**src/rtl/ccu_req_arbiter.sv**
```systemverilog
// Round-robin arbiter sharing one memory request/response port among NumPorts cores.
// One transaction in flight; priority rotates past the owner after each response.
module ccu_req_arbiter #(
  parameter int NumPorts  = 2,
  parameter int AddrWidth = 64,
  parameter int DataWidth = 64
) (
  input  logic                                clk_i,
  input  logic                                rst_i,
  input  logic [NumPorts-1:0]                 req_valid_i,
  output logic [NumPorts-1:0]                 req_ready_o,
  input  logic [NumPorts-1:0][AddrWidth-1:0]  req_addr_i,
  input  logic [NumPorts-1:0]                 req_we_i,
  input  logic [NumPorts-1:0][DataWidth-1:0]  req_wdata_i,
  output logic [NumPorts-1:0]                 rsp_valid_o,
  input  logic [NumPorts-1:0]                 rsp_ready_i,
  output logic [DataWidth-1:0]                rsp_rdata_o,
  output logic                                mem_req_valid_o,
  input  logic                                mem_req_ready_i,
  output logic [AddrWidth-1:0]                mem_req_addr_o,
  output logic                                mem_req_we_o,
  output logic [DataWidth-1:0]                mem_req_wdata_o,
  input  logic                                mem_rsp_valid_i,
  output logic                                mem_rsp_ready_o,
  input  logic [DataWidth-1:0]                mem_rsp_rdata_i,
  output logic                                busy_o,
  output logic [$clog2(NumPorts)-1:0]         owner_o
);
  localparam int IdxW = $clog2(NumPorts);

  typedef enum logic [1:0] {IDLE, ISSUE, WAIT} state_t;

  state_t                state;
  logic [IdxW-1:0]       ptr, owner, win, ptr_nxt;
  logic                  found;
  logic [AddrWidth-1:0]  addr_q;
  logic                  we_q;
  logic [DataWidth-1:0]  wdata_q;

  // First valid at or after ptr, wrapping modulo NumPorts.
  always_comb begin
    logic [IdxW-1:0] cand;
    found = 1'b0;
    win   = '0;
    cand  = '0;
    for (int k = 0; k < NumPorts; k++) begin
      cand = IdxW'((int'(ptr) + k) % NumPorts);
      if (!found && req_valid_i[cand]) begin
        found = 1'b1;
        win   = cand;
      end
    end
  end

  assign ptr_nxt = (owner == IdxW'(NumPorts - 1)) ? '0 : owner + 1'b1;

  always_ff @(posedge clk_i) begin
    if (rst_i) begin
      state   <= IDLE;
      ptr     <= '0;
      owner   <= '0;
      addr_q  <= '0;
      we_q    <= 1'b0;
      wdata_q <= '0;
    end else begin
      case (state)
        IDLE: if (found) begin
          addr_q  <= req_addr_i[win];
          we_q    <= req_we_i[win];
          wdata_q <= req_wdata_i[win];
          owner   <= win;
          state   <= ISSUE;
        end
        ISSUE: if (mem_req_ready_i) state <= WAIT;
        WAIT: if (mem_rsp_valid_i && rsp_ready_i[owner]) begin
          ptr   <= ptr_nxt;
          state <= IDLE;
        end
        default: state <= IDLE;
      endcase
    end
  end

  for (genvar i = 0; i < NumPorts; i++) begin : g_port
    assign req_ready_o[i] = (state == IDLE) && found && (win == IdxW'(i));
    assign rsp_valid_o[i] = (state == WAIT) && mem_rsp_valid_i && (owner == IdxW'(i));
  end

  assign rsp_rdata_o     = mem_rsp_rdata_i;
  assign mem_req_valid_o = (state == ISSUE);
  assign mem_req_addr_o  = addr_q;
  assign mem_req_we_o    = we_q;
  assign mem_req_wdata_o = wdata_q;
  assign mem_rsp_ready_o = (state == WAIT) && rsp_ready_i[owner];
  assign busy_o          = (state != IDLE);
  assign owner_o         = owner;

endmodule

```
**config.mk**
```make
export PLATFORM = sky130hd
export DESIGN_NAME = ccu_req_arbiter
export DESIGN_NICKNAME = d
export VERILOG_FILES = /design/src/rtl/ccu_req_arbiter.sv
export SDC_FILE = /design/constraint.sdc
export NUM_CORES = 1
export LEC_CHECK = 0
export BUFFER_PORTS_ARGS = -buffer_cell sky130_fd_sc_hd__buf_2
export CAP_MARGIN = 20
export CORE_AREA = 2 2 205 207
export CTS_CLUSTER_DIAMETER = 200
export CTS_CLUSTER_SIZE = 12
export DETAILED_ROUTE_END_ITERATION = 6
export DIE_AREA = 0 0 207 209
export PLACE_DENSITY_LB_ADDON = 0.15
export SETUP_SLACK_MARGIN = 0.3
export SLEW_MARGIN = 20
export SYNTH_ARGS = -nofsm -noshare
export SYNTH_HDL_FRONTEND = slang
export SYNTH_SLANG_ARGS = --single-unit
```
**constraint.sdc**
```tcl
create_clock -name clk_i -period 1.55 [get_ports clk_i]
set_clock_uncertainty 0.05 [all_clocks]
set_input_delay 0.2325 -clock clk_i [delete_from_list [all_inputs] [get_ports clk_i]]
set_output_delay 0.2325 -clock clk_i [all_outputs]
set_load 0.02 [all_outputs]
```
==> results.yml <==
run_status:
  status: "complete, but fails checks"
  violations: "negative setup slack"
clock_tree:
  cts_inserted_buffers: 17
  cts-htree-levels: 4
  clockBufferDepth: 2
  clock-root-buffer: "clkbuf_16"
  cts_sinks: 133
  cts_tree: "built"
  path_clk_slew_ns: 0.06
  clk_latency_ns: 0.45
pwr:
  swShare_pct: 33.2
  power.switching_mw: 4.65
  p_clk_share_pct: 27.8
  powerDensity_nw_per_um2: 870
  p_leak_nw: 6.54
  irDropWorstVdd_v: 0.000583
  p_comb_share_pct: 43.5
  seqPwrFrac_pct: 28.7
  p_int_mw: 9.38
logic_synthesis:
  ys_seq_area_share_pct: 39.6
  synthCells: 855
  synth.distinct_cells: 26
  syn_area_um2: 6720
  synth_top_area_cell: "dfxtp_1"
  yosysWarnings: 0
  synth_fp_nets: 1185
  synth_top_area_share_pct: 39.6
  synthTopCellsByCount: "133 x dfxtp_1, 130 x a31oi_1, 130 x nand3_1, 129 x nand4_1, 102 x o21ai_0"
  synth_seq_cells: 133
  syn_avg_cell_area_um2: 7.86
  yosysMostFrequentCell: "dfxtp_1"
  async_flop_share_pct: 0
  synth_edf_count: 0
  synthFlopType: "dfxtp_1"
  yosys-top-cells-area: "dfxtp_1 40%, a31oi_1 12%, nand4_1 12%"
global_route:
  grt_pass1_vias: 10489
  grt_pass1_wl_um: 64000
  gr-total-overflow: 0
  grt_max_degree: 77
  track_usage_pct: 19.2
  antenna_found_initial: 1
finish:
  area_growth_pct: 140
  utilization_pct: 39.1
  layout-drive-gt1-share_pct: 57.2
  nets: 1834
  nFillCells: 4040
  final_cell_area_um2: 16100
timing:
  hold_violations: 0
  setup_viol: 123
  tightest_slew_ns: 0.582
  slew_headroom_pct: 61.2
  slew_violations: 0
  setup-tns-final_ns: -8.84
  max_freq_mhz: 574
  period_share_pct: 112
  min_period_ns: 1.74
  setup_ws_ns: -0.191
  rsz0062_at_grt: "yes"
placement:
  gp_routability_congestion: 0.749
  placed_cell_area_um2: 9300
  io_buffers: 402
  dpl.hpwl_um: 23800
critical_path:
  endpoint: "mem_req_wdata_o[24]$_SDFFE_PP0N_"
  r2r_start: "state[0]$_SDFFE_PP0P_"
  r2r_cells: 10
  regToRegSetupSlack_ns: -0.19
  required_ns: 1.87
  crit_start: "state[0]$_SDFFE_PP0P_"
  arrival_ns: 2.06
  crit_path_start_kind: "register"
  crit_type: "register to register"
  r2r-end: "mem_req_wdata_o[24]$_SDFFE_PP0N_"
  end_kind: "register"
  crit_path_max_fanout: 6
drt:
  dr.first_iter.drc_count: 613
  routed_wirelength_um: 42900
  num_vias: 9961
  drtPass1Iterations: 7
  routedWlPerCell_um: 20.9
  drc: 0
  postRouteAntennaNets: 0
  via_per_inst: 4.84
die:
  die_h_um: 209
  rows: 75
  initial_utilization_pct: 16.3
  ios: 531
  core_um2: 41300
  die_w_um: 207
  design.die.area_um2: 43300
run:
  cap_violations: 0
worst_hold_path:
  hold_path_class: "primary input to register"
state kept, by name, indices dropped and copies added, names as in the netlist:
signal and cells:
mem_req_addr_o 64, mem_req_wdata_o 64, state 2, mem_req_we_o 1
owner_o 1, ptr 1
what timing repair did:
item,CTS,global route
endpoints found under the setup margin,268,236
gates cloned,44,1
buffers inserted,55,20
pin swaps,191,76
hold buffers,230,0
resized for setup,446,223
endpoints found under the hold margin,129,0
cell usage in the layout (no fill, tap or decap), types with 2 or more instances in the layout:
cell type and n:
clkbuf_16 18, buf_12 55, clkinvlp_4 4, o21ai_1 66, buf_8 17, dfxtp_2 112, bufbuf_16 2, nor2b_4 3
a31oi_1 129, a21oi_1 3, nand3_2 75, dfxtp_1 10, nand3_1 52, nand4_1 129, buf_4 54, clkbuf_8 3
clkinv_2 5, o21ai_4 3, nor2_4 3, dfxtp_4 11, o21ai_0 23, buf_2 263, buf_6 141, nand3_4 3
buf_16 45, dlygate4sd3_1 230, o21ai_2 40, inv_1 2, clkbuf_1 2
layout make-up:
| type | count | area (um2) | share of cell area, % |
|---|---|---|---|
| timing repair buffer | 808 | 8300 | 51.4 |
| antenna | 1 | 2.50 | 0.0155 |
| sequential | 133 | 2840 | 17.6 |
| clock buffer | 22 | 474 | 2.94 |
| clock inverter | 9 | 55.1 | 0.341 |
| tap | 539 | 674 | 4.18 |
| inverter | 4 | 22.5 | 0.140 |
| multi-input combinational | 540 | 3760 | 23.3 |
kinds of logic after synthesis:
family          share of synthesized area [%]
compound gates                           22.4
buf+inv                                  14.9
flops                                    39.6
mux                                     0.149
simple gates                             22.9
worst max-delay path, stage by stage, from the launching register on:
cell     delay, ns
dfxtp_4       0.36
nor2_4        0.13
buf_6         0.12
buf_6         0.10
buf_12        0.12
buf_12        0.11
buf_16        0.14
buf_12        0.11
buf_16        0.10
nand4_1       0.10
a31oi_1       0.22
stage by stage:
stage / hold WS (ns) / cells / total power, mW / worst slack (ns)
after floorplan: 0.319 / 855 / 5.74 / 0.272
after global placement: 0.415 / 1674 / 6.96 / 0.0620
after detailed placement: 0.415 / 1674 / 6.94 / 0.0530
after CTS: 0.000939 / 2034 / 13.7 / -0.182
after global routing: 0.00966 / 2056 / 14.6 / -0.257
final: 0.0275 / 2056 / 14.0 / -0.191
worst min-delay path by stage:
stage / to / startpoint / depth (start not counted)
3_3_place_gp: rsp_rdata_o[10] / mem_rsp_rdata_i[10] / 0
3_5_place_dp: rsp_rdata_o[10] / mem_rsp_rdata_i[10] / 0
2_1_floorplan: state[1]$_SDFFE_PP0P_ / mem_req_ready_i / 2
6_report: mem_req_addr_o[8]$_SDFFE_PP0N_ / req_addr_i[72] / 3
4_1_cts: mem_req_addr_o[16]$_SDFFE_PP0N_ / req_addr_i[80] / 3
5_1_grt: mem_req_addr_o[6]$_SDFFE_PP0N_ / req_addr_i[70] / 3
power by group through the flow:
stage	registers (mW)	clock network (mW)	logic (mW)
6_report	4.03	3.90	6.10
3_5_place_dp	3.97	0	2.97
5_1_grt	4.06	4.16	6.42
2_1_floorplan	4.31	0	1.43
3_3_place_gp	3.97	0	2.99
4_1_cts	3.97	4.02	5.72
layer usage:
metal,track usage [%],vias to the layer above,routed length (um)
met1,22.3,4815,17200
met2,32.6,468,20900
met4,9.85,0,2160
met3,5.05,135,2700
met5,0,-,0
li1,-,4543,-
Note: power is estimated with default switching activity, not from simulation.
